**src/rtl/bus_read_fifo_pkg.sv**
```systemverilog
// -----------------------------------------------------------------------------
// bus_read_fifo_pkg
//
// Shared bus constants for the bus read FIFO and its sub-modules. The data
// width default lives here so the read FIFO and the bus write buffer agree on
// the bus word size without repeating the number.
//
// Contents:
//   BUS_DATA_W     default bus data width in bits
//   BUS_RD_DEPTH   default read FIFO depth (entries, power of two, >= 2)
//   is_pow2()      helper used to sanity-check depth parameters
// -----------------------------------------------------------------------------
package bus_read_fifo_pkg;

  localparam int BUS_DATA_W   = 16;
  localparam int BUS_RD_DEPTH = 4;

  // True when n is a power of two and at least 2.
  function automatic bit is_pow2(input int n);
    return (n >= 2) && ((n & (n - 1)) == 0);
  endfunction

endpackage : bus_read_fifo_pkg

```
**src/rtl/bus_read_fifo_ptr.sv**
```systemverilog
// -----------------------------------------------------------------------------
// fifo_ptr
//
// W-bit FIFO pointer register. The low bits index the storage array and the
// MSB acts as the wrap bit, so the pointer is allowed to roll over freely
// through 2^W without any special case.
//
// Ports:
//   clk    in   clock, rising edge
//   rst_n  in   asynchronous active-low reset (pointer -> 0)
//   clr    in   synchronous clear (pointer -> 0), has priority over inc
//   inc    in   advance the pointer by one
//   ptr    out  current pointer value
// -----------------------------------------------------------------------------
module fifo_ptr #(
  parameter int W = 3
) (
  input  logic         clk,
  input  logic         rst_n,
  input  logic         clr,
  input  logic         inc,
  output logic [W-1:0] ptr
);

  // NOTE: sequential state is always updated with non-blocking assignments so
  // every register samples pre-edge values regardless of process ordering.
  always_ff @(posedge clk or negedge rst_n) begin
    if (!rst_n) begin
      ptr <= '0;
    end else if (clr) begin
      ptr <= '0;
    end else if (inc) begin
      ptr <= ptr + W'(1);
    end
  end

endmodule : fifo_ptr

```
**src/rtl/bus_read_fifo.sv**
```systemverilog
// -----------------------------------------------------------------------------
// bus_read_fifo
//
// Synchronous first-word-fall-through FIFO on the read side of the bus. A bus
// producer writes with a plain write-enable; the consumer (e.g. the CPU load
// path) drains it with a valid/ready handshake. Read data arriving while the
// consumer is stalled is held instead of lost.
//
// Parameters:
//   WIDTH  data width in bits
//   DEPTH  number of entries (power of two, >= 2)
//   AW     pointer index width, derived -- do not override
//
// Ports:
//   clk         in   clock, rising edge
//   rst_n       in   asynchronous active-low reset
//   clr         in   synchronous flush; empties FIFO and clears overflow
//   we          in   write strobe
//   din         in   write data
//   full        out  count == DEPTH
//   dout        out  head entry (valid while dout_valid)
//   dout_valid  out  count != 0
//   dout_ready  in   consumer accept
//   count       out  occupied entries, 0..DEPTH
//   overflow    out  sticky, set when a write is dropped
// -----------------------------------------------------------------------------
module bus_read_fifo
  import bus_read_fifo_pkg::*;
#(
  parameter int WIDTH = BUS_DATA_W,
  parameter int DEPTH = BUS_RD_DEPTH,
  parameter int AW    = $clog2(DEPTH)
) (
  input  logic             clk,
  input  logic             rst_n,
  input  logic             clr,
  input  logic             we,
  input  logic [WIDTH-1:0] din,
  output logic             full,
  output logic [WIDTH-1:0] dout,
  output logic             dout_valid,
  input  logic             dout_ready,
  output logic [AW:0]      count,
  output logic             overflow
);

  logic [WIDTH-1:0] mem [DEPTH];
  logic [AW:0]      wr_ptr;
  logic [AW:0]      rd_ptr;
  logic             empty;
  logic             push;
  logic             pop;
  logic             drop;

  // Status comes from the registered pointers only, so none of these flags
  // has a combinational path from we or dout_ready.
  assign empty      = (wr_ptr == rd_ptr);
  assign full       = (wr_ptr[AW] != rd_ptr[AW]) &&
                      (wr_ptr[AW-1:0] == rd_ptr[AW-1:0]);
  assign count      = wr_ptr - rd_ptr;
  assign dout_valid = !empty;

  // full is the pre-edge value: a write while full is dropped even when a pop
  // frees a slot in the same cycle. A flush discards everything, including
  // the concurrent write and pop.
  assign push = we && !full && !clr;
  assign pop  = dout_valid && dout_ready && !clr;
  assign drop = we && full && !clr;

  fifo_ptr #(.W(AW + 1)) u_wr_ptr (
    .clk   (clk),
    .rst_n (rst_n),
    .clr   (clr),
    .inc   (push),
    .ptr   (wr_ptr)
  );

  fifo_ptr #(.W(AW + 1)) u_rd_ptr (
    .clk   (clk),
    .rst_n (rst_n),
    .clr   (clr),
    .inc   (pop),
    .ptr   (rd_ptr)
  );

  // NOTE: the array is reset on purpose so dout reads 0 out of reset and after
  // a mid-stream reset; storage is small flops, not a RAM macro.
  always_ff @(posedge clk or negedge rst_n) begin
    if (!rst_n) begin
      for (int i = 0; i < DEPTH; i++) begin
        mem[i] <= '0;
      end
    end else if (push) begin
      mem[wr_ptr[AW-1:0]] <= din;
    end
  end

  // First-word-fall-through: the head entry is driven straight from the array.
  assign dout = mem[rd_ptr[AW-1:0]];

  always_ff @(posedge clk or negedge rst_n) begin
    if (!rst_n) begin
      overflow <= 1'b0;
    end else if (clr) begin
      overflow <= 1'b0;
    end else if (drop) begin
      overflow <= 1'b1;
    end
  end

endmodule : bus_read_fifo

```
**config.mk**
```make
export PLATFORM = sky130hd
export DESIGN_NAME = bus_read_fifo
export DESIGN_NICKNAME = d
export VERILOG_FILES = /design/src/rtl/bus_read_fifo_pkg.sv /design/src/rtl/bus_read_fifo_ptr.sv /design/src/rtl/bus_read_fifo.sv
export SDC_FILE = /design/constraint.sdc
export NUM_CORES = 1
export LEC_CHECK = 0
export BUFFER_PORTS_ARGS = -buffer_cell sky130_fd_sc_hd__buf_2
export CORE_ASPECT_RATIO = 1.4
export CORE_MARGIN = 1.5
export CORE_UTILIZATION = 32
export CTS_BUF_LIST = sky130_fd_sc_hd__clkbuf_4 sky130_fd_sc_hd__clkbuf_8 sky130_fd_sc_hd__clkbuf_16
export CTS_CLUSTER_DIAMETER = 50
export DETAILED_ROUTE_END_ITERATION = 10
export GPL_TIMING_DRIVEN = 1
export SYNTH_ARGS = -nofsm -noshare
export SYNTH_HDL_FRONTEND = slang
export SYNTH_SLANG_ARGS = --single-unit
export TNS_END_PERCENT = 30
```
**constraint.sdc**
```tcl
create_clock -name clk -period 8.2 [get_ports clk]
set_clock_uncertainty 0.2 [all_clocks]
set_input_delay 1.64 -clock clk [delete_from_list [all_inputs] [get_ports clk]]
set_output_delay 1.64 -clock clk [all_outputs]
set_load 0.02 [all_outputs]
```
==> impl_metrics.csv <==
group,metric,value,unit
floorplan,chipWidth,92.1,um
floorplan,core_area,0.0108,mm2
placement,place.gp.congestion,0.743,
sta,rsz0062_at_grt,"false",
cells_and_area,drive_gt1_share,54.7,%
pwr,vdd_ir_drop_max,0.000116,V
synth,avgSynthCellArea,16.6,um2
global_routing,grt_max_degree,72,
global_routing,grt_pass1_wl,11700,um
clock_network,ctsResizeCount,0,
routing,vias_per_cell,4.86,
routing,drt_wl_total,6980,um
cells_and_area,finish.utilization,38.2,%
routing,vias,1942,
global_routing,grt_pass1_vias,2196,
global_routing,grt_overflow_total,0,
synth,yosys_register_bits,71,
sta,finalSetupViolations,0,
critical_path,arrival,2330,ps
routing,dr.pass1.iters,4,
critical_path,critPathKind,"reg -> out",
clock_network,clk_latency,330,ps
sta,hold_violations,0,
synth,yosysWarnings,0,
clock_network,clk_pin_slew,60,ps
placement,pre_cts_slack,4370,ps
sta,min_period,4170,ps
clock_network,cts_tree,"built",
synth,ys_seq_area_share,50.0,%
critical_path,start_kind,"register",
critical_path,cp-end-kind,"primary output",
critical_path,max_stage_delay,970,ps
synth,netlist_instances,214,
routing,first_iter_violations,32,
sta,min_period_over_period,50.8,%
floorplan,dieArea,0.0118,mm2
sta,tightest_slew,1160,ps
routing,ant_nets,0,
clock_network,cts_buffers,9,
global_routing,grt_use_total,13.3,%
clock_network,postCtsSetupRepairBufs,0,
synth,synth_cell_type_count,32,
placement,port_buffers,42,
critical_path,required,6360,ps
critical_path,worstPathCellList,"inv_1, ha_1, nand2_1, nor2_1, buf_2",
sta,slew_violations,0,
critical_path,crit_family,"flip-flops",
sta,tns,0,ps
flow_run,drv_cap,0,
hold_path,min_path_type,"reg -> reg",
critical_path,critPathBufInv,2,
pwr,p_leak,0.00186,uW
critical_path,crit_path_top_delay_cell,"dfrtp_1",
cells_and_area,final_cell_mix,"dfrtp_1 (71), buf_2 (42), mux2_4 (40), mux2_2 (26), mux4_2 (16)",
outcome,status,"completed",
synth,syn-num-nets,243,
clock_network,ctsHoldBuffers,0,
sta,setup_slack,4030,ps
sta,slew_headroom,22.7,%
cells_and_area,finalNetCount,284,
pwr,power.density,345,mW/mm2
routing,drc,0,
floorplan,start_util,32.9,%
critical_path,crit_fanout,19,
routing,routedWlPerCell,17.4,um
clock_network,clockBufferDepth,2,
clock_network,htreeDepth,3,
cells_and_area,mostFrequentLayoutCell,"dfrtp_1",
sta,fmax,240,MHz
clock_network,cts_root_buf,"clkbuf_16",
floorplan,die_h,128,um
synth,netlist_area,0.00356,mm2
clock_network,cts.sink_count,71,
floorplan,io_pins,43,
placement,dp_hpwl,4290,um
cells_and_area,synthToLayoutAreaGrowth,16.2,%
global_routing,antenna_found_initial,0,
floorplan,num_rows,45,
[flip-flops by register name (all words and copies together), names as in the netlist]
register,count
overflow,1
mem,64
u_wr_ptr.ptr,3
u_rd_ptr.ptr,3
[cells by family after synthesis]
group	synth area share [%]
adder cells (fa/ha/maj)	3.03
XOR/XNOR	0.950
AO/OA/AOI/OAI	4.05
buffers and inverters	5.07
flip-flops	50.0
multiplexers	35.3
AND/OR/NAND/NOR	1.69
[cells in the mapped netlist]
master	count	area (um2)
a21oi_1	1	5.00
buf_1	1	3.75
a311o_1	1	10.0
o2111a_1	4	45.0
o21ai_0	1	5.00
buf_6	4	45.0
ha_1	7	87.6
buf_2	2	10.0
dfrtp_1	71	1780
o2111ai_1	2	17.5
xnor2_2	1	16.3
o311ai_0	1	8.76
nor2_1	5	18.8
mux4_2	16	360
a211oi_1	1	7.51
and2_1	1	6.26
nor2b_1	1	6.26
a21boi_0	2	15.0
mux2_4	40	601
inv_1	8	30.0
clkbuf_1	3	11.3
buf_12	4	80.1
a31oi_1	1	6.26
mux2_2	26	293
nand4bb_1	1	11.3
xnor2_1	1	8.76
fa_1	1	20.0
xor2_1	1	8.76
nand2_1	2	7.51
a211o_1	1	8.76
nor4bb_1	1	10.0
o31ai_1	2	15.0
[final cells by class]
class,count,area [um2]
Clock inverter,3,67.6
Sequential cell,71,1780
Multi-Input combinational cell,121,1600
Tap cell,141,176
Clock buffer,11,253
Antenna cell,1,2.50
Inverter,8,30.0
Fill cell,1052,6680
Timing Repair Buffer,44,225
[routing by layer]
metal,track usage (%),share of wire (%),vias to the layer above
met2,20.0,47,39
met3,3.32,4.6,11
met1,17.3,46,1020
met4,7.60,2.5,0
li1,-,-,872
met5,0,0,-
[metrics by stage]
| stage | instance area, um2 | total power [uW] | cells | hold slack [ps] |
|---|---|---|---|---|
| after floorplan | 3560 | 890 | 214 | 275 |
| after global placement | 3810 | 1000 | 385 | 284 |
| after detailed placement | 3810 | 1010 | 385 | 289 |
| after CTS | 4130 | 1440 | 399 | 306 |
| after global routing | 4130 | 1500 | 399 | 319 |
| final | 4130 | 1420 | 400 | 304 |
[path summary, 6_finish.rpt]
check | start | end | slack (ps) | cells after the start
min in group asynchronous | rst_n | mem[60] | 1320 | 2
worst min-delay path | mem[12] | mem[12] | 300 | 1
worst max register to register | u_rd_ptr.ptr[1] | mem[48] | 4790 | 5
worst max-delay path | u_rd_ptr.ptr[1] | full | 4030 | 5
max in group asynchronous | rst_n | mem[1] | 5910 | 2
worst min register to register | mem[12] | mem[12] | 300 | 1
[power by group]
| part | internal, uW | switching, uW |
|---|---|---|
| Clock | 279 | 145 |
| Combinational | 260 | 196 |
| Sequential | 471 | 72.0 |
Note: power is estimated with default switching activity, not from simulation.
